File: src/rtl/dyn_euler_stepper.sv
// dyn_euler_stepper: fixed-step forward-Euler sequencer around an external
// combinational motor-derivative solver. State registers i_est/w_est drive
// the solver operands directly; each step waits a settle window, then adds
// the derivatives scaled by 2^-DT_SHIFT with saturation to signed 64 bits.
//
// state    | meaning
// ---------+----------------------------------------------------------
// S_IDLE   | waiting for start; outputs hold results of the last run
// S_LOAD   | apply latched operands, optional initial state, clear stats
// S_EVAL   | solver settling; settle down-counter runs to terminal count
// S_UPDATE | capture derivatives, integrate, count the step
// S_DONE   | one-cycle done pulse, then back to idle
module dyn_euler_stepper #(
  parameter int DT_SHIFT      = 16,
  parameter int SETTLE_CYCLES = 2,
  parameter int STEP_W        = 16
) (
  input  logic              clk,
  input  logic              rst_n,
  input  logic              start,
  input  logic              abort,
  input  logic              init_en,
  input  logic [STEP_W-1:0] n_steps,
  input  logic [63:0]       v_in,
  input  logic [63:0]       load_in,
  input  logic [63:0]       i_init,
  input  logic [63:0]       w_init,
  input  logic [127:0]      di_dt,
  input  logic [127:0]      dw_dt,
  output logic [63:0]       sv,
  output logic [63:0]       sload,
  output logic [63:0]       i_est,
  output logic [63:0]       w_est,
  output logic              busy,
  output logic              done,
  output logic              sat,
  output logic [STEP_W-1:0] step_count
);

  typedef enum logic [2:0] {
    S_IDLE   = 3'd0,
    S_LOAD   = 3'd1,
    S_EVAL   = 3'd2,
    S_UPDATE = 3'd3,
    S_DONE   = 3'd4
  } state_t;

  // Settle counter reloads to SETTLE_CYCLES-1 and leaves EVAL on reaching 0,
  // giving exactly SETTLE_CYCLES cycles in EVAL per step.
  localparam logic [7:0] SETTLE_TC = 8'(SETTLE_CYCLES - 1);

  state_t              state_q, state_d;
  logic [7:0]          settle_q, settle_d;
  logic [63:0]         v_lat_q, v_lat_d;
  logic [63:0]         load_lat_q, load_lat_d;
  logic [STEP_W-1:0]   n_lat_q, n_lat_d;
  logic                init_lat_q, init_lat_d;
  logic [63:0]         sv_q, sv_d;
  logic [63:0]         sload_q, sload_d;
  logic [63:0]         i_est_q, i_est_d;
  logic [63:0]         w_est_q, w_est_d;
  logic                busy_q, busy_d;
  logic                done_q, done_d;
  logic                sat_q, sat_d;
  logic [STEP_W-1:0]   step_q, step_d;

  logic [64:0]         i_upd, w_upd;
  logic [STEP_W-1:0]   step_inc;

  // Returns {saturated, value}: acc + (deriv >>> DT_SHIFT) clamped to int64.
  function automatic logic [64:0] sat_add(input logic [63:0] acc, input logic [127:0] deriv);
    logic signed [127:0] delta;
    logic signed [128:0] sum;
    logic [64:0]         res;
    delta = $signed(deriv) >>> DT_SHIFT;
    sum   = $signed({{65{acc[63]}}, acc}) + $signed({delta[127], delta});
    if (sum[128:63] == {66{sum[63]}}) begin
      res = {1'b0, sum[63:0]};
    end else if (sum[128]) begin
      res = {1'b1, 64'h8000_0000_0000_0000};
    end else begin
      res = {1'b1, 64'h7FFF_FFFF_FFFF_FFFF};
    end
    return res;
  endfunction

  assign i_upd    = sat_add(i_est_q, di_dt);
  assign w_upd    = sat_add(w_est_q, dw_dt);
  assign step_inc = step_q + STEP_W'(1);

  // Next-state and next-output logic for the sequencer.
  always_comb begin
    state_d    = state_q;
    settle_d   = settle_q;
    v_lat_d    = v_lat_q;
    load_lat_d = load_lat_q;
    n_lat_d    = n_lat_q;
    init_lat_d = init_lat_q;
    sv_d       = sv_q;
    sload_d    = sload_q;
    i_est_d    = i_est_q;
    w_est_d    = w_est_q;
    busy_d     = busy_q;
    done_d     = 1'b0;
    sat_d      = sat_q;
    step_d     = step_q;

    case (state_q)
      S_IDLE: begin
        if (start) begin
          state_d    = S_LOAD;
          v_lat_d    = v_in;
          load_lat_d = load_in;
          n_lat_d    = n_steps;
          init_lat_d = init_en;
          busy_d     = 1'b1;
        end
      end
      S_LOAD: begin
        if (abort) begin
          state_d = S_IDLE;
          busy_d  = 1'b0;
        end else begin
          sv_d    = v_lat_q;
          sload_d = load_lat_q;
          if (init_lat_q) begin
            i_est_d = i_init;
            w_est_d = w_init;
          end
          step_d = '0;
          sat_d  = 1'b0;
          if (n_lat_q == '0) begin
            state_d = S_DONE;
            done_d  = 1'b1;
            busy_d  = 1'b0;
          end else begin
            state_d  = S_EVAL;
            settle_d = SETTLE_TC;
          end
        end
      end
      S_EVAL: begin
        if (abort) begin
          state_d = S_IDLE;
          busy_d  = 1'b0;
        end else if (settle_q == 8'd0) begin
          state_d = S_UPDATE;
        end else begin
          settle_d = settle_q - 8'd1;
        end
      end
      S_UPDATE: begin
        if (abort) begin
          state_d = S_IDLE;
          busy_d  = 1'b0;
        end else begin
          i_est_d = i_upd[63:0];
          w_est_d = w_upd[63:0];
          sat_d   = sat_q | i_upd[64] | w_upd[64];
          step_d  = step_inc;
          if (step_inc == n_lat_q) begin
            state_d = S_DONE;
            done_d  = 1'b1;
            busy_d  = 1'b0;
          end else begin
            state_d  = S_EVAL;
            settle_d = SETTLE_TC;
          end
        end
      end
      S_DONE: begin
        state_d = S_IDLE;
      end
      default: begin
        state_d = S_IDLE;
        busy_d  = 1'b0;
      end
    endcase
  end

  // All sequencer state and registered outputs; async reset clears everything.
  always_ff @(posedge clk or negedge rst_n) begin
    if (!rst_n) begin
      state_q    <= S_IDLE;
      settle_q   <= '0;
      v_lat_q    <= '0;
      load_lat_q <= '0;
      n_lat_q    <= '0;
      init_lat_q <= 1'b0;
      sv_q       <= '0;
      sload_q    <= '0;
      i_est_q    <= '0;
      w_est_q    <= '0;
      busy_q     <= 1'b0;
      done_q     <= 1'b0;
      sat_q      <= 1'b0;
      step_q     <= '0;
    end else begin
      state_q    <= state_d;
      settle_q   <= settle_d;
      v_lat_q    <= v_lat_d;
      load_lat_q <= load_lat_d;
      n_lat_q    <= n_lat_d;
      init_lat_q <= init_lat_d;
      sv_q       <= sv_d;
      sload_q    <= sload_d;
      i_est_q    <= i_est_d;
      w_est_q    <= w_est_d;
      busy_q     <= busy_d;
      done_q     <= done_d;
      sat_q      <= sat_d;
      step_q     <= step_d;
    end
  end

  assign sv         = sv_q;
  assign sload      = sload_q;
  assign i_est      = i_est_q;
  assign w_est      = w_est_q;
  assign busy       = busy_q;
  assign done       = done_q;
  assign sat        = sat_q;
  assign step_count = step_q;

endmodule

File: config.mk
export PLATFORM = sky130hd
export DESIGN_NAME = dyn_euler_stepper
export DESIGN_NICKNAME = d
export VERILOG_FILES = /design/src/rtl/dyn_euler_stepper.sv
export SDC_FILE = /design/constraint.sdc
export NUM_CORES = 1
export LEC_CHECK = 0
export BUFFER_PORTS_ARGS = -buffer_cell sky130_fd_sc_hd__buf_2
export CORE_AREA = 10 10 309 311
export DETAILED_ROUTE_END_ITERATION = 10
export DIE_AREA = 0 0 319 321
export PLACE_DENSITY_LB_ADDON = 0.12
export SYNTH_ARGS = -nofsm -noshare
export SYNTH_HDL_FRONTEND = slang
export SYNTH_SLANG_ARGS = --single-unit
File: constraint.sdc
create_clock -name clk -period 7.6 [get_ports clk]
set_input_delay 1.14 -clock clk [delete_from_list [all_inputs] [get_ports clk]]
set_output_delay 1.14 -clock clk [all_outputs]
set_load 0.005 [all_outputs]
==> flow_metrics.tcl <==
set metrics [dict create \
    hold_viol_final 0 \
    htree_levels 2 \
    cts.path.max_buffers 3 \
    pwr-share-clk_pct 14.3 \
    status "finished clean" \
    grt_pass1_vias 36600 \
    routed_via_density 5.95 \
    fmax_ghz 0.145 \
    drt_iter0_drc 2633 \
    comb_power_share_pct 64.4 \
    synthFlopType "dfrtp_1" \
    hp-class "input pin to asynchronous set/reset pin" \
    stdcell_count 6056 \
    ctsHoldBuffers 0 \
    cts_setup_buffers 0 \
    avgSynthCellArea_sq_um 8.53 \
    netlist_area_sq_um 35300 \
    area_growth_pct 19.3 \
    p_int_mw 9.22 \
    coreArea_sq_um 89300 \
    via_count 36000 \
    grt_max_degree 148 \
    fillCellCount 9033 \
    finalSetupTns_ps 0 \
    swShare_pct 50.7 \
    synth-edff-count 0 \
    finalPower_mw 18.7 \
    tightest_slew_ps 1290 \
    drv_cap 0 \
    clk_latency_ps 670 \
    rsz0062_at_grt "false" \
    p_switching_mw 9.48 \
    power_frac_seq_pct 21.3 \
    drc_errors 0 \
    yosysTopAreaCellShare_pct 30.5 \
    synthDistinctLibCells 103 \
    root_buffer "clkbuf_16" \
    worstPathArrival_ps 7390 \
    fp-row-count 110 \
    ios 808 \
    ys_seq_area_share_pct 30.5 \
    yosys-top-cells-area "dfrtp_1 31%, mux2_2 8.8%, ha_1 8.0%" \
    grt-ovfl-total 0 \
    synth-async-reset-ratio_pct 100 \
    cts_resized 0 \
    start_util_pct 39.6 \
    antenna_found_initial 54 \
    min_period_ps 6880 \
    ys_seq_elements 431 \
    dr.pass1.iters 5 \
    stdcell_area_sq_um 42200 \
    endpoint_kind "register" \
    crit_required_ps 8100 \
    wirelength_mm 163 \
    yosysWarningCount 0 \
    cts.sinks 431 \
    path_max_fanout 51 \
    drt.antenna.violating_nets 0 \
    fp.dieW_um 319 \
    finalSetupViolations 0 \
    postSynthCellCount 4142 \
    hpwlAfterDp_mm 134 \
    final_core_util_pct 47.2 \
    cts_tree "done" \
    ir_drop_mv 0.239 \
    place_congestion 0.987 \
    max_slew_margin_pct 13.0 \
    cts_buffers 52 \
    criticalPathCategory "register to register" \
    slew_viol_final 0 \
    grt_pass1_wl_mm 239 \
    numPortBuffers 775 \
    final_nets 5578 \
    die_h_um 321 \
    wl_per_cell_um 26.8 \
    clk_pin_slew_ps 60 \
    synth_area_leader_cell "dfrtp_1" \
    synth_fp_nets 4904 \
    power.leakage_nw 17.9 \
    skew_ps 50.2 \
    grt_usage_pct 30.3 \
    fp.dieArea_sq_um 102000 \
    drive_gt1_share_pct 28.8 \
    startpoint_type "register" \
    placed_area_sq_um 40300 \
    final.period_utilization_pct 90.6 \
    p_per_area_nw_per_um2 444 \
    dp_cells 5938 \
]
[per-stage QoR]
step / setup WS, ps / hold slack [ps]
floorplan: 1990 / 452
global placement: 382 / 479
detailed placement: 374 / 489
CTS: 782 / 457
global route: 546 / 487
finish: 716 / 459
[flip-flops by register name (all words and copies together) (netlist names)]
| register | count |
|---|---|
| sload | 64 |
| step_count | 16 |
| done | 1 |
| v_lat_q | 64 |
| sat | 1 |
| busy | 1 |
| settle_q | 8 |
| load_lat_q | 64 |
| i_est | 64 |
| init_lat_q | 1 |
| n_lat_q | 16 |
| w_est | 64 |
| sv | 64 |
| state_q | 3 |
[power by group through the flow]
stage	sequential (mW)	clock [mW]	combinational, mW
after global routing	4.10	2.83	13.0
after CTS	3.98	2.73	11.9
after detailed placement	4.00	0	11.8
after floorplan	3.83	0	7.56
after global placement	3.97	0	11.9
final	3.98	2.68	12.0
[cells in the final DEF (no fill, tap or decap), types with 15 or more instances in the layout]
master and n:
a211oi_1 31, a21oi_2 66, nand2b_1 24, a21boi_0 15, diode_2 21, nor2_1 258
or3_1 134, o21ai_0 367, clkbuf_16 52, and3_1 35, a21oi_1 446, xor2_1 105
nand3_1 53, buf_2 774, and4_1 15, inv_1 61, nand2_2 58, mux2_2 275
o21ai_1 44, o211ai_1 26, ha_1 227, dfrtp_1 429, nor3_1 67, and2_1 17
nand4_1 119, o21a_1 43, nand2_1 404, a21o_1 78, buf_4 58, o21bai_1 43
a31oi_1 37, xnor2_1 126, nor4_1 36
[critical path: stages, from the launching register on]
cell and delay, ps:
dfrtp_2 1060, ha_1 440, nand4_1 320, or3_1 500, nor3_1 390, nand4_1 310
a2111oi_0 530, buf_4 240, nor2_1 80, xor2_1 190, nor2b_2 200, o221ai_1 110
or4_1 520, or4_1 530, o41a_1 480, buf_4 280, nor2_4 180, buf_12 230
a221oi_1 100
[path summary, 6_finish.rpt]
path                                       startpoint               endpoint  slack [ps]  depth (start not counted)
worst max register to register  i_est[63]$_DFFE_PN0P_   i_est[1]$_DFFE_PN0P_         720                         18
worst min register to register  sload[33]$_DFFE_PN0P_  sload[33]$_DFFE_PN0P_         500                          1
worst max-delay path            i_est[63]$_DFFE_PN0P_   i_est[1]$_DFFE_PN0P_         720                         18
worst min-delay path                            rst_n  i_est[40]$_DFFE_PN0P_         460                          1
min in group clk                sload[33]$_DFFE_PN0P_  sload[33]$_DFFE_PN0P_         500                          1
max in group asynchronous                       rst_n      sv[6]$_DFFE_PN0P_        5670                          2
[Yosys cell counts, types with 18 or more instances]
| master | number |
|---|---|
| nand4_1 | 119 |
| dfrtp_1 | 431 |
| o21ai_0 | 368 |
| and2_1 | 18 |
| o211ai_1 | 26 |
| nor2_1 | 260 |
| a211oi_1 | 31 |
| o21bai_1 | 43 |
| mux2_2 | 275 |
| xor2_1 | 105 |
| a21oi_2 | 66 |
| ha_1 | 227 |
| nor3_1 | 67 |
| o21ai_1 | 44 |
| inv_1 | 61 |
| nand2_2 | 58 |
| and3_1 | 35 |
| a21oi_1 | 446 |
| buf_2 | 24 |
| nand3_1 | 53 |
| clkbuf_1 | 168 |
| a21o_1 | 78 |
| o21a_1 | 44 |
| nor4_1 | 36 |
| xnor2_1 | 126 |
| or3_1 | 134 |
| nand2_1 | 404 |
| nand2b_1 | 24 |
| a31oi_1 | 37 |
[kinds of logic (layout without fill, tap and decap cells)]
family	after synthesis	count (layout)	share of synthesized area, %
AO/OA/AOI/OAI	1382	1382	24.4
XOR/XNOR	231	231	5.72
adder cells (fa/ha/maj)	229	229	8.15
buffers and inverters	281	998	3.64
flip-flops	431	431	30.5
multiplexers	285	285	9.04
other	0	21	0
AND/OR/NAND/NOR	1303	1303	18.5
[per-layer routing]
metal  part of all wire, %  GRT usage, %  vias to the layer above
met4                   4.1          11.7                       48
met3                   8.4          8.36                      325
met5                  0.20             0                        -
met2                    48          52.0                     1434
met1                    40          35.6                    17400
li1                      -             -                    16800
[final cells by class]
class | count | area, sq um | area share, %
antenna | 21 | 52.6 | 0.125
clock buffer | 66 | 1420 | 3.38
clock inverter | 31 | 409 | 0.970
inverter | 61 | 229 | 0.543
multi-input combinational | 3430 | 23300 | 55.3
sequential | 431 | 10800 | 25.6
tap | 1176 | 1470 | 3.49
timing repair buffer | 840 | 4460 | 10.6
Power figures use the tool's default switching activity.
